===== config.mk =====
export PLATFORM = sky130hd
export DESIGN_NAME = mul_unit
export DESIGN_NICKNAME = d
export VERILOG_FILES = /design/src/rtl/feather_pkg.sv /design/src/rtl/mul_unit.sv
export SDC_FILE = /design/constraint.sdc
export NUM_CORES = 1
export LEC_CHECK = 0
export ABC_AREA = 1
export CORE_MARGIN = 2
export CORE_UTILIZATION = 49
export CTS_CLUSTER_SIZE = 14
export DETAILED_ROUTE_END_ITERATION = 10
export HOLD_SLACK_MARGIN = 0.15
export PLACE_DENSITY = 0.71
export SYNTH_ARGS = -nofsm -noshare
export SYNTH_HDL_FRONTEND = slang
export SYNTH_SLANG_ARGS = --single-unit

===== constraint.sdc =====
create_clock -name clk -period 2.7 [get_ports clk]
set_clock_uncertainty 0.15 [all_clocks]
set_input_delay 0.405 -clock clk [delete_from_list [all_inputs] [get_ports clk]]
set_output_delay 0.405 -clock clk [all_outputs]
set_load 0.005 [all_outputs]

===== src/rtl/feather_pkg.sv =====
// Shared Feather core definitions: multiply-unit FSM encoding and register-file constants.
package feather_pkg;

  localparam int REG_ADDR_W = 4;
  localparam logic [REG_ADDR_W-1:0] REG_PC = 4'd15;

  typedef enum logic [1:0] {
    IDLE = 2'd0,
    CALC = 2'd1,
    DONE = 2'd2
  } mul_state_t;

endpackage


===== src/rtl/mul_unit.sv =====
// Radix-2 shift-add MUL/MLA unit, N+1 cycles accept-to-write; start_i is ignored while busy_o is high.
// MUL_EARLY_EXIT_EN ends iteration once the remaining multiplier bits are all zero.
module mul_unit
  import feather_pkg::*;
#(
  parameter int N = 32
) (
  input  logic                  clk,
  input  logic                  rst_ni,
  input  logic                  start_i,
  input  logic [N-1:0]          op_a_i,
  input  logic [N-1:0]          op_b_i,
  input  logic [N-1:0]          acc_i,
  input  logic                  accumulate_i,
  input  logic                  set_flags_i,
  input  logic [REG_ADDR_W-1:0] rd_i,
  output logic                  busy_o,
  output logic                  done_o,
  output logic [N-1:0]          result_o,
  output logic [REG_ADDR_W-1:0] rd_o,
  output logic                  write_enable_o,
  output logic                  flag_n_o,
  output logic                  flag_z_o,
  output logic                  flags_valid_o
);

  localparam int CNT_W = $clog2(N);

  mul_state_t            state_q, state_d;
  logic [N-1:0]          mcand_q, mplier_q, prod_q;
  logic [CNT_W-1:0]      cnt_q;
  logic [REG_ADDR_W-1:0] rd_q;
  logic                  sf_q;

  logic                  accept, zero_b_start, calc_last, calc_done;
  logic [N-1:0]          prod_init, prod_nxt, mplier_nxt;

  assign accept     = start_i && (state_q != CALC);
  assign prod_init  = accumulate_i ? acc_i : '0;
  assign prod_nxt   = mplier_q[0] ? prod_q + mcand_q : prod_q;
  assign mplier_nxt = mplier_q >> 1;

`ifdef MUL_EARLY_EXIT_EN
  assign zero_b_start = accept && (op_b_i == '0);
  assign calc_last    = (mplier_nxt == '0) || (cnt_q == CNT_W'(N - 1));
`else
  assign zero_b_start = 1'b0;
  assign calc_last    = (cnt_q == CNT_W'(N - 1));
`endif

  assign calc_done = (state_q == CALC) && calc_last;

  always_comb begin
    state_d = state_q;
    case (state_q)
      IDLE:    if (accept) state_d = zero_b_start ? DONE : CALC;
      CALC:    if (calc_last) state_d = DONE;
      DONE:    state_d = accept ? (zero_b_start ? DONE : CALC) : IDLE;
      default: state_d = IDLE;
    endcase
  end

  always_ff @(posedge clk or negedge rst_ni) begin
    if (!rst_ni) begin
      state_q  <= IDLE;
      mcand_q  <= '0;
      mplier_q <= '0;
      prod_q   <= '0;
      cnt_q    <= '0;
      rd_q     <= '0;
      sf_q     <= 1'b0;
      result_o <= '0;
      rd_o     <= '0;
      flag_n_o <= 1'b0;
      flag_z_o <= 1'b0;
    end else begin
      state_q <= state_d;
      if (accept) begin
        mcand_q  <= op_a_i;
        mplier_q <= op_b_i;
        prod_q   <= prod_init;
        cnt_q    <= '0;
        rd_q     <= rd_i;
        sf_q     <= set_flags_i;
      end else if (state_q == CALC) begin
        mcand_q  <= mcand_q << 1;
        mplier_q <= mplier_nxt;
        prod_q   <= prod_nxt;
        cnt_q    <= cnt_q + 1'b1;
      end
      // Result, address and flags are captured on the edge that enters DONE.
      if (calc_done) begin
        result_o <= prod_nxt;
        rd_o     <= rd_q;
        if (sf_q) begin
          flag_n_o <= prod_nxt[N-1];
          flag_z_o <= (prod_nxt == '0);
        end
      end else if (zero_b_start) begin
        result_o <= prod_init;
        rd_o     <= rd_i;
        if (set_flags_i) begin
          flag_n_o <= prod_init[N-1];
          flag_z_o <= (prod_init == '0);
        end
      end
    end
  end

  assign busy_o         = (state_q == CALC);
  assign done_o         = (state_q == DONE);
  assign write_enable_o = done_o && (rd_o != REG_PC);
  assign flags_valid_o  = done_o && sf_q;

endmodule


## Yosys cells after proc, flatten, opt, wreduce, memory -nomap -nowiden

Cells that the tools add are included.

| word-level totals | value |
|---|---|
| flip-flop bits (word level) | 146 |
| logic and storage cells | 43 |

| cells by class | value |
|---|---|
| equality and inequality tests | 7 |
| add/sub/neg operators | 2 |
| reduce and logical (&&, ||, !) cells | 9 |
| mux-type cells | 14 |

Operators with widths:

| operator | count |
|---|---|
| $mux 32 | 8 |
| $add 32x32->32 | 1 |
| $logic_not 32->1 | 1 |
| $mux 5 | 2 |
| $pmux 2 s3 | 1 |
| $add 5x1->5 const B | 1 |
| $eq 5x5->1 const B | 1 |
| $logic_and 1x1->1 | 4 |
| $mux 2 | 2 |
| $ne 2x1->1 const B | 2 |
| $ne 4x4->1 const B | 1 |
| $reduce_and 2->1 | 2 |
| $eq 2x1->1 const B | 1 |
| $eq 2x2->1 const B | 1 |
| $logic_not 2->1 | 1 |
| $ne 2x2->1 const B | 1 |
| $reduce_bool 2->1 | 1 |
| $mux 1 | 1 |

## Depth between registers and ports, before layout

Gate-level depths: netlist (run 1).

| depth | value |
|---|---|
| depth after elaboration | 4 |
| gate-level depth with buffers | 19 |
| depth with buffers taken out | 19 |

## Worst setup path after synthesis (run 1)

Ideal clock, no wire load.

| timing path | value |
|---|---|
| kind | register to register |
| start point | register mcand_q[0] |
| end point | register flag_z_o |
| buffers on the path | 0 |
| arrival | 2,094 ps |
| stages on the path, launching flop included | 16 |
| library setup time | 65 ps |
| required time | 2,485 ps |
| setup slack | 391 ps |
| path through | dfrtp_1 ha_1 fa_1 nand3_1 nand3_1 nand2_1 nand2_1 nand2_1 nand3_1 o21ai_0 nand3_1 nor2_1 nand3_1 nor2_1 nand3_1 nand2_1 |

| on the way | value |
|---|---|
| word-level cells in the longest chain between the ends | 3 |

RTL lines:

| what | line | source |
|---|---|---|
| start: declaration | mul_unit.sv:30 | `logic [N-1:0] mcand_q, mplier_q, prod_q;` |
| start signal: assignment | mul_unit.sv:79 | `mcand_q <= op_a_i;` |
| start signal: assignment | mul_unit.sv:86 | `mcand_q <= mcand_q << 1;` |
| $add 32x32->32 | mul_unit.sv:40 | `assign prod_nxt = mplier_q[0] ? prod_q + mcand_q : prod_q;` |
| $mux 32 | mul_unit.sv:40 |  |
| $logic_not 32->1 | mul_unit.sv:97 | `flag_z_o <= (prod_nxt == '0);` |
| end signal: assignment | mul_unit.sv:97 |  |
| end signal: assignment | mul_unit.sv:104 | `flag_z_o <= (prod_init == '0);` |
| end: declaration | mul_unit.sv:23 | `output logic flag_z_o,` |

No other way between the ends.
A chain may end at the register's enable or synchronous reset.

## Final worst setup path (run 1)

| timing path | value |
|---|---|
| start point | register prod_q[0] |
| end point | register flag_z_o |

| on the way | value |
|---|---|
| word-level cells in the longest chain between the ends | 3 |

RTL lines:

| what | line | source |
|---|---|---|
| start: declaration | mul_unit.sv:30 |  |
| start signal: assignment | mul_unit.sv:81 | `prod_q <= prod_init;` |
| start signal: assignment | mul_unit.sv:88 | `prod_q <= prod_nxt;` |
| $add 32x32->32 | mul_unit.sv:40 |  |
| $mux 32 * | mul_unit.sv:40 |  |
| $logic_not 32->1 * | mul_unit.sv:97 |  |

Every way passes the cells marked *; elsewhere a longest branch is shown, timed or not.

==> metrics.md, run 1 <==
| Metric | Value |
|---|---|
| Syn nets | `1448` |
| Register bit total from synthesis | `146` |
| Initial core utilization | `0.503` |
| Layout cells sized above 1 | `0.0921` |
| Hold WS | `0.315 ns` |
| Core Area | `0.0180 mm2` |
| Max cap viols | `0` |
| Synth async-reset ratio | `1.00` |
| Largest net degree at the start of global routing | `74` |
| CTS Buf Count | `17` |
| GRT overflow | `0` |
| WL per Instance | `16.9 um` |
| Maximum clock rate | `386 MHz` |
| Sum of negative setup slack | `0 ns` |
| Clock-pin transition on the worst setup and hold timing paths | `0.07 ns` |
| Reg2reg path depth | `13` |
| Total Wirelength | `28600 um` |
| Vias in the first global route | `8658` |
| CTS max path bufs | `2` |
| Nets | `1592` |
| Post-route DRC | `0` |
| Endpoints failing setup | `0` |
| Pwr Density | `1130 mW/mm2` |
| Final min period | `2.59 ns` |
| YS warnings | `0` |
| Worst min-delay path class | `in -> async` |
| Max_slew headroom | `0.546` |
| Die Ht | `140 um` |
| Share of the synthesized area in the top cell type | `0.403` |
| Final period util | `0.959` |
| I/O Buffers | `146` |
| Area Overhead vs Synth | `30.2%` |
| VDD IR max | `0.554 mV` |
| Initial DRC count | `716` |
| Status | `complete, no violations` |
| HPWL after DPL | `21600 um` |
| Crit path max fanout | `4` |
| Critical Path Sink Type | `flip-flop` |
| Via/cell ratio | `5.26` |
| EDFF count, synth | `0` |
| Avg Cell Area, Syn | `6.92 um2` |
| Die area | `0.0196 mm2` |
| Inserted Diodes | `0` |
| Top FF cell, synth | `dfrtp_1` |
| Count leader, synth | `nand2_1` |
| Die Width | `140 um` |
| Synth area leaders | `dfrtp_1 (40%), nand2_1 (22%), inv_1 (8.7%), ha_1 (4.6%), o211ai_1 (4.5%)` |
| Final-report hold violation count | `0` |
| Actual slew at the worst max-slew pin | `0.680 ns` |
| Htree depth | `4` |
| Initial antenna violation count | `0` |
| Post-synthesis cell type count | `38` |
| ANT nets after route | `0` |
| Clock Latency Late Sink | `0.43 ns` |
| Count of pins over their slew limit | `0` |
| Synth Cell Area | `0.00906 mm2` |
| 1st-pass router iterations | `6` |
| Clock sink total | `146` |
| Root buf cell | `clkbuf_16` |
| Worst EP required | `2.92 ns` |
| TritonCTS clock tree | `done` |
| Most frequent cells after synthesis | `nand2_1 (543), inv_1 (211), dfrtp_1 (146)` |
| Final GP Congestion | `0.972` |
| Vias | `8920` |
| CP startpoint kind | `flip-flop` |
| WS Path Type | `reg -> reg` |
| Largest area contributor in the netlist | `dfrtp_1` |
| Io pins | `147` |
| First-pass GRT wire length | `45900 um` |
| Final Util | `0.655` |
| Post-Synthesis Cells | `1309` |
| Power Total | `0.0134 W` |
| Leakage | `5.76 nW` |
| Worst EP arrival | `2.81 ns` |
| Sequential area share after synthesis | `0.403` |
| Row count | `49` |
| GRT Util Overall | `0.297` |
## critical path: stages (launching register included)
cell,delay [ns]
dfrtp_1,0.43
ha_4,0.20
fa_2,0.45
nand2_1,0.08
nand2_1,0.17
nor2_1,0.14
nand3_1,0.17
nor2_1,0.16
nand3_1,0.07
nor2_1,0.17
nand3_2,0.11
nor2_2,0.09
nand3_1,0.08
nand2_1,0.06
## repair_timing
action | CTS | global route
gates resized for setup | 1 | 64
cloned | 0 | 0
hold buffers | 1 | 0
endpoints found under the setup margin | 1 | 9
buffers inserted | 0 | 1
hold endpoints to repair | 42 | 0
pin swaps | 0 | 12
## cells by family (layout without fill, tap and decap cells)
group                    count (synthesis)  count (layout)  share of synthesized area
AND/OR/NAND/NOR                        712             712                      0.322
buffers and inverters                  258             415                      0.108
AO/OA/AOI/OAI                          156             156                      0.116
flip-flops                             146             146                      0.403
adder cells (fa/ha/maj)                 34              34                     0.0478
XOR/XNOR                                 3               3                    0.00290
## metrics by stage
step                      setup slack, ns  area (um2)  instances
after floorplan                     0.391        9060       1309
after global placement            -0.0379       10900       1661
after detailed placement          -0.0755       10900       1661
after CTS                         0.00961       11500       1694
after global routing              -0.0367       11800       1695
final                               0.109       11800       1695
## final cells by class
cell class,instances,area [um2]
clock inverters,14,160
inverters,213,800
repair buffers,170,1710
multi-input cells,905,4750
flip-flops and latches,146,3650
fillers,1626,6230
clock buffers,18,439
well taps,229,287
## sequential cells by signal, indices dropped and copies added, names as in the netlist
signal and flops:
result_o 32, mcand_q 32, cnt_q 5, mplier_q 32, rd_q 4, flag_z_o 1, sf_q 1, state_q 2
rd_o 4, prod_q 32, flag_n_o 1
## power breakdown
| group | switching, W | leakage [nW] | internal, W |
|---|---|---|---|
| clock network | 0.00111 | 0.286 | 0.00134 |
| registers | 0.000807 | 1.89 | 0.00305 |
| logic | 0.00417 | 3.58 | 0.00288 |
| total | 0.00609 | 5.76 | 0.00727 |
## layer usage
layer,GRT usage,vias up,part of all wire
met5,0,-,0
met1,0.432,4154,0.47
met2,0.447,297,0.44
met3,0.0619,38,0.071
li1,-,4431,-
met4,0.0932,0,0.022
## cell usage in the layout, fill, tap and decap left out, types with 14 or more instances in the layout
cell and instances:
o221ai_1 29, nand2_1 533, o21ai_0 40, nand3_1 59, clkdlybuf4s50_1 145, nor2_2 17
a21oi_1 17, ha_4 14, buf_4 17, inv_1 211, clkbuf_16 17, o211ai_1 54
dfrtp_1 146, nand2_2 17, nor2_1 44
## final timing paths
kind                                end  slack [ns]  startpoint
max in group asynchronous    prod_q[18]        1.44      rst_ni
setup / recovery               flag_z_o        0.11   prod_q[0]
hold reg to reg                 rd_q[3]        0.33     rd_q[3]
setup reg to reg               flag_z_o        0.11   prod_q[0]
min in group clk                rd_q[3]        0.33     rd_q[3]
hold / removal             mplier_q[29]        0.31      rst_ni
No activity file was read; power rests on OpenSTA's default activity.
==> inputs of run 2 (changes only) <==
--- a/config.mk
+++ b/config.mk
@@ -7,11 +7,11 @@
 export LEC_CHECK = 0
 export ABC_AREA = 1
 export CORE_MARGIN = 2
-export CORE_UTILIZATION = 49
+export CORE_UTILIZATION = 40
 export CTS_CLUSTER_SIZE = 14
 export DETAILED_ROUTE_END_ITERATION = 10
 export HOLD_SLACK_MARGIN = 0.15
-export PLACE_DENSITY = 0.71
+export PLACE_DENSITY = 0.6
 export SYNTH_ARGS = -nofsm -noshare
 export SYNTH_HDL_FRONTEND = slang
 export SYNTH_SLANG_ARGS = --single-unit
==> run 2 against run 1 <==
Against the previous run: via count shrank 1.7%; combinational power down 3.7%; cell area is 0.31% lower; hold slack gained 0.0070 ns; sequential power fell by 2%; highest routed layer is now met5; sequential share of layout area up 0.096 points; sequential cell count stayed put; worst setup slack better by 0.016 ns; first-iteration DRC count is 16% lower.
==> metrics.md, run 2 (synthesis gave the netlist of run 1 again) <==
| Metric | Value |
|---|---|
| Vias in the first global route | `8383` |
| GRT Util Overall | `0.243` |
| CTS max path bufs | `2` |
| WS Path Type | `reg -> reg` |
| Layout cells sized above 1 | `0.0801` |
| Clk pwr share | `0.185` |
| Reg2reg path depth | `13` |
| GRT overflow | `0` |
| First-pass GRT wire length | `45100 um` |
| Die area | `0.0239 mm2` |
| Comb pwr share | `0.523` |
| Pint | `0.00712 W` |
| Max_slew headroom | `0.563` |
| Row count | `55` |
| Final GP Congestion | `0.921` |
| Critical Path Sink Type | `flip-flop` |
| Max cap viols | `0` |
| Initial core utilization | `0.404` |
| Final std cells w/o fill | `1759` |
| Clock Latency Late Sink | `0.44 ns` |
| Status | `complete, no violations` |
| Placed Cells | `1726` |
| Switching pwr | `0.00587 W` |
| Htree depth | `4` |
| Worst min-delay path class | `reg -> reg` |
| Reg-to-reg slack, setup | `0.13 ns` |
| Pwr Density | `1100 mW/mm2` |
| Reg area | `0.00365 mm2` |
| Actual slew at the worst max-slew pin | `0.655 ns` |
| Post-CTS Repair Setup Buffers | `0` |
| WL per Instance | `16.1 um` |
| Count of pins over their slew limit | `0` |
| TritonCTS clock tree | `done` |
| Multi-input logic area | `0.00458 mm2` |
| I/O Buffers | `146` |
| Part of the power in registers | `0.292` |
| Clock sink total | `146` |
| Total Wirelength | `28300 um` |
| Final Util | `0.524` |
| CTS Buf Count | `17` |
| Io pins | `147` |
| Initial DRC count | `600` |
| Leakage | `5.80 nW` |
| Switching Fraction | `0.452` |
| Via/cell ratio | `4.98` |
| CP startpoint kind | `flip-flop` |
| Reg2reg end | `flag_z_o` |
| Root buf cell | `clkbuf_16` |
| Crit path from | `mcand_q[0]` |
| Crit path capture | `flag_z_o` |
| VDD IR max | `0.473 mV` |
| Final period util | `0.953` |
| Inserted Diodes | `0` |
| Reg2reg start | `mcand_q[0]` |
| Post-route DRC | `0` |
| Nets | `1600` |
| Vias | `8768` |
| Worst EP required | `2.91 ns` |
| Leading cell type in the layout, fill and taps excluded | `nand2_1` |
| Final min period | `2.57 ns` |
| Area Overhead vs Synth | `29.8%` |
| ANT nets after route | `0` |
| Die Width | `155 um` |
| Worst EP arrival | `2.79 ns` |
| Initial antenna violation count | `1` |
| Filler cells | `2237` |
| Crit path max fanout | `4` |
| Maximum clock rate | `388 MHz` |
| HPWL after DPL | `21800 um` |
| Sum of negative setup slack | `0 ns` |
| Endpoints failing setup | `0` |
| Final-report hold violation count | `0` |
| Most frequent cells in the layout | `nand2_1 (539), inv_1 (211), dfrtp_1 (146)` |
| Core Area | `0.0224 mm2` |
| Largest net degree at the start of global routing | `80` |
| RSZ-0062 raised after global routing | `true` |
| 1st-pass router iterations | `5` |
| Die Ht | `155 um` |
| Clock-pin transition on the worst setup and hold timing paths | `0.07 ns` |
## run 2: layer usage
| layer | routed length, um | GRT usage |
|---|---|---|
| met1 | 13600 | 0.345 |
| met3 | 1490 | 0.0485 |
| met2 | 12500 | 0.374 |
| met4 | 698 | 0.0816 |
| met5 | 11 | 0 |
## run 2: timing repair
item,4_1_cts,5_1_grt
hold buffers,1,0
endpoints found under the setup margin,1,14
endpoints found under the hold margin,49,0
resized for setup,3,27
pin swaps,0,1
## run 2: area by class of cell
class	count	share of cell area
clock buffer	17	0.0362
inverter	213	0.0680
tap	285	0.0303
multi-input combinational	905	0.389
sequential	146	0.311
clock inverter	15	0.0144
timing repair buffer	178	0.151
## run 2: power groups by stage
stage | Sequential (W) | Combinational, W | Clock, W
3_3_place_gp | 0.00376 | 0.00651 | 0
6_report | 0.00379 | 0.00679 | 0.00240
3_5_place_dp | 0.00377 | 0.00658 | 0
4_1_cts | 0.00374 | 0.00662 | 0.00245
2_1_floorplan | 0.00350 | 0.00440 | 0
5_1_grt | 0.00389 | 0.00767 | 0.00254
## run 2: worst min-delay path by stage
stage | startpoint | endpoint | slack, ns | depth (start not counted)
finish | rd_q[2] | rd_o[2] | 0.32 | 2
global route | state_q[0] | state_q[0] | 0.35 | 1
CTS | rd_q[2] | rd_o[2] | 0.32 | 2
detailed placement | rst_ni | prod_q[1] | 0.25 | 1
global placement | rst_ni | mcand_q[1] | 0.26 | 1
floorplan | rst_ni | cnt_q[0] | -0.04 | 0
## run 2: critical path: stages, from the launching register on
cell and delay [ns]:
dfrtp_1 0.39, ha_2 0.22, fa_2 0.37, buf_4 0.17, nor2_1 0.08, a2bb2oi_1 0.22
nand3_1 0.10, nor2_1 0.18, nand3_1 0.08, nor2_1 0.16, nand3_2 0.13, nor2_1 0.12
nand3_1 0.07, nand2_1 0.06
## run 2: metrics by stage
| stage | power (W) | setup slack (ns) | cell area, um2 | hold WS, ns |
|---|---|---|---|---|
| floorplan | 0.00790 | 0.391 | 9060 | -0.0406 |
| global route | 0.0141 | -0.00852 | 11800 | 0.349 |
| CTS | 0.0128 | 0.0177 | 11600 | 0.323 |
| detailed placement | 0.0103 | -0.00376 | 11000 | 0.254 |
| global placement | 0.0103 | 0.0410 | 11000 | 0.259 |
| finish | 0.0130 | 0.126 | 11800 | 0.322 |
==> inputs of run 3 (changes only) <==
--- a/config.mk
+++ b/config.mk
@@ -8,6 +8,7 @@
 export ABC_AREA = 1
 export CORE_MARGIN = 2
 export CORE_UTILIZATION = 40
+export CTS_BUF_LIST = sky130_fd_sc_hd__clkbuf_2
 export CTS_CLUSTER_SIZE = 14
 export DETAILED_ROUTE_END_ITERATION = 10
 export HOLD_SLACK_MARGIN = 0.15
==> run 3 against run 2 <==
Against the previous run: global-route usage increased by 1.3 points; non-clock buffer count up 107; cell count rose by 6.2%; die area stayed put; sequential cell count unchanged; total power down 5.9%; sequential power barely moved; register-to-register slack hardly changed; combinational power rose by 4.4%; critical path depth is the same; cell area is 7.2% higher; first-iteration DRC count increased by 0.17%; largest cell class unchanged.
==> metrics.md, run 3 (synthesis gave the netlist of run 1 again) <==
| Metric | Value |
|---|---|
| Via/cell ratio | `4.97` |
| Fin area | `0.0126 mm2` |
| Endpoints failing setup | `0` |
| GRT overflow | `0` |
| Pwr Density | `970 mW/mm2` |
| Filler cells | `2181` |
| Comb pwr share | `0.580` |
| Worst min-delay path class | `in -> reg` |
| Final min period | `2.57 ns` |
| Layout cells sized above 1 | `0.0923` |
| Nets | `1707` |
| ANT nets after route | `0` |
| Row count | `55` |
| HPWL after DPL | `21800 um` |
| I/O Buffers | `146` |
| Count of pins over their slew limit | `0` |
| VDD IR max | `0.354 mV` |
| Actual slew at the worst max-slew pin | `0.646 ns` |
| WL per Instance | `16.0 um` |
| First-pass GRT wire length | `47700 um` |
| Io pins | `147` |
| Clock Latency Late Sink | `0.77 ns` |
| Leading cell type in the layout, fill and taps excluded | `nand2_1` |
| Initial DRC count | `601` |
| Final GP Congestion | `0.921` |
| Vias | `9280` |
| Clk pwr share | `0.111` |
| Final period util | `0.953` |
| 1st-pass router iterations | `6` |
| Clock-pin transition on the worst setup and hold timing paths | `0.28 ns` |
| Root buf cell | `clkbuf_2` |
| Die Ht | `155 um` |
| Leakage | `6.18 nW` |
| Final std cells w/o fill | `1868` |
| Total Wirelength | `29900 um` |
| Vias in the first global route | `8872` |
| Initial antenna violation count | `2` |
| Most frequent cells in the layout | `nand2_1 (533), inv_1 (210), clkdlybuf4s50_1 (143)` |
| Placed Cells | `1726` |
| Switching pwr | `0.00588 W` |
| Die area | `0.0239 mm2` |
| Reg-to-reg slack, setup | `0.13 ns` |
| TritonCTS clock tree | `done` |
| Reg area | `0.00366 mm2` |
| Power Total | `0.0122 W` |
| Final-report hold violation count | `0` |
| Pint | `0.00635 W` |
| GRT Util Overall | `0.256` |
| CTS Buf Count | `17` |
| CP startpoint kind | `flip-flop` |
| Initial core utilization | `0.404` |
| Maximum clock rate | `389 MHz` |
| Worst EP required | `3.26 ns` |
| WS Path Type | `reg -> reg` |
| Post-route DRC | `0` |
| Clock sink total | `146` |
| Die Width | `155 um` |
| Max cap viols | `0` |
| Placed cell area | `0.0110 mm2` |
| Switching Fraction | `0.481` |
| RSZ-0062 raised after global routing | `true` |
| Largest net degree at the start of global routing | `80` |
| Crit path max fanout | `4` |
| Status | `complete, no violations` |
| Multi-input logic area | `0.00464 mm2` |
| Core Area | `0.0224 mm2` |
| Area Overhead vs Synth | `39.1%` |
| Part of the power in registers | `0.309` |
| CTS max path bufs | `2` |
| Htree depth | `4` |
| Max_slew headroom | `0.569` |
| Worst EP arrival | `3.14 ns` |
| Critical Path Sink Type | `flip-flop` |
-- run 3: cell count changes in the layout (fill, tap and decap cells not counted), moves of 5 or more --
| cell | delta |
|---|---|
| nand2_1 | -6 |
| buf_4 | +5 |
| clkbuf_16 | -17 |
| clkbuf_2 | +17 |
| dlygate4sd3_1 | +98 |
| dfrtp_2 | +6 |
| dfrtp_1 | -6 |
| nand2_2 | +6 |
-- run 3: cell type report --
class,count,share of cell area
antenna,2,0.000397
clock buffer,17,0.00675
inverter,213,0.0634
sequential,146,0.290
clock inverter,15,0.0134
multi-input combinational,905,0.368
timing repair buffer,285,0.229
tap,285,0.0283
-- run 3: path summary, 6_finish.rpt --
path | depth (start not counted) | from | endpoint
max | 13 | mcand_q[0] | flag_z_o
min | 5 | acc_i[10] | prod_q[10]
min reg2reg | 2 | rd_q[2] | rd_o[2]
max in group asynchronous | 5 | rst_ni | mplier_q[23]
min in group asynchronous | 4 | rst_ni | mcand_q[6]
max reg2reg | 13 | mcand_q[0] | flag_z_o
-- run 3: repair_timing --
action	in CTS	in global routing
hold endpoints to repair	243	0
pin swaps	0	9
endpoints found under the setup margin	4	19
hold buffers	100	0
gates cloned	1	0
resized for setup	10	50
buffers inserted	2	5
-- run 3: routing by layer --
metal | global-route usage | part of all wire | vias to the layer above | wire, um
li1 | - | - | 4658 | -
met1 | 0.361 | 0.48 | 4368 | 14300
met2 | 0.416 | 0.46 | 224 | 13900
met3 | 0.0364 | 0.040 | 28 | 1180
met4 | 0.0666 | 0.017 | 2 | 517
met5 | 0 | 0.00037 | - | 11
-- run 3: worst max-delay path: stages, from the launching register on --
cell,delay [ns]
dfrtp_1,0.48
ha_4,0.18
fa_2,0.42
buf_6,0.14
nor2_1,0.11
a2bb2oi_2,0.16
nand3_1,0.11
nor2_2,0.17
nand3_1,0.09
nor2_2,0.14
nand3_2,0.12
nor2_1,0.12
nand3_1,0.07
nand2_1,0.06
-- run 3: power groups by stage --
stage	Sequential, W	Combinational, W	Clock (W)
after floorplan	0.00350	0.00440	0
after global placement	0.00376	0.00651	0
after detailed placement	0.00377	0.00658	0
after CTS	0.00373	0.00681	0.00140
after global routing	0.00387	0.00795	0.00148
final	0.00378	0.00709	0.00136
-- run 3: through the flow --
stage	hold WS (ns)	util	worst slack [ns]	setup TNS (ns)
6_report	0.229	0.562	0.128	0
5_1_grt	0.174	0.562	-0.0444	-0.0547
4_1_cts	0.152	0.552	0.00245	0
3_5_place_dp	0.254	0.491	-0.00376	-0.00376
3_3_place_gp	0.259	0.491	0.0410	0
2_1_floorplan	-0.0406	-	0.391	0
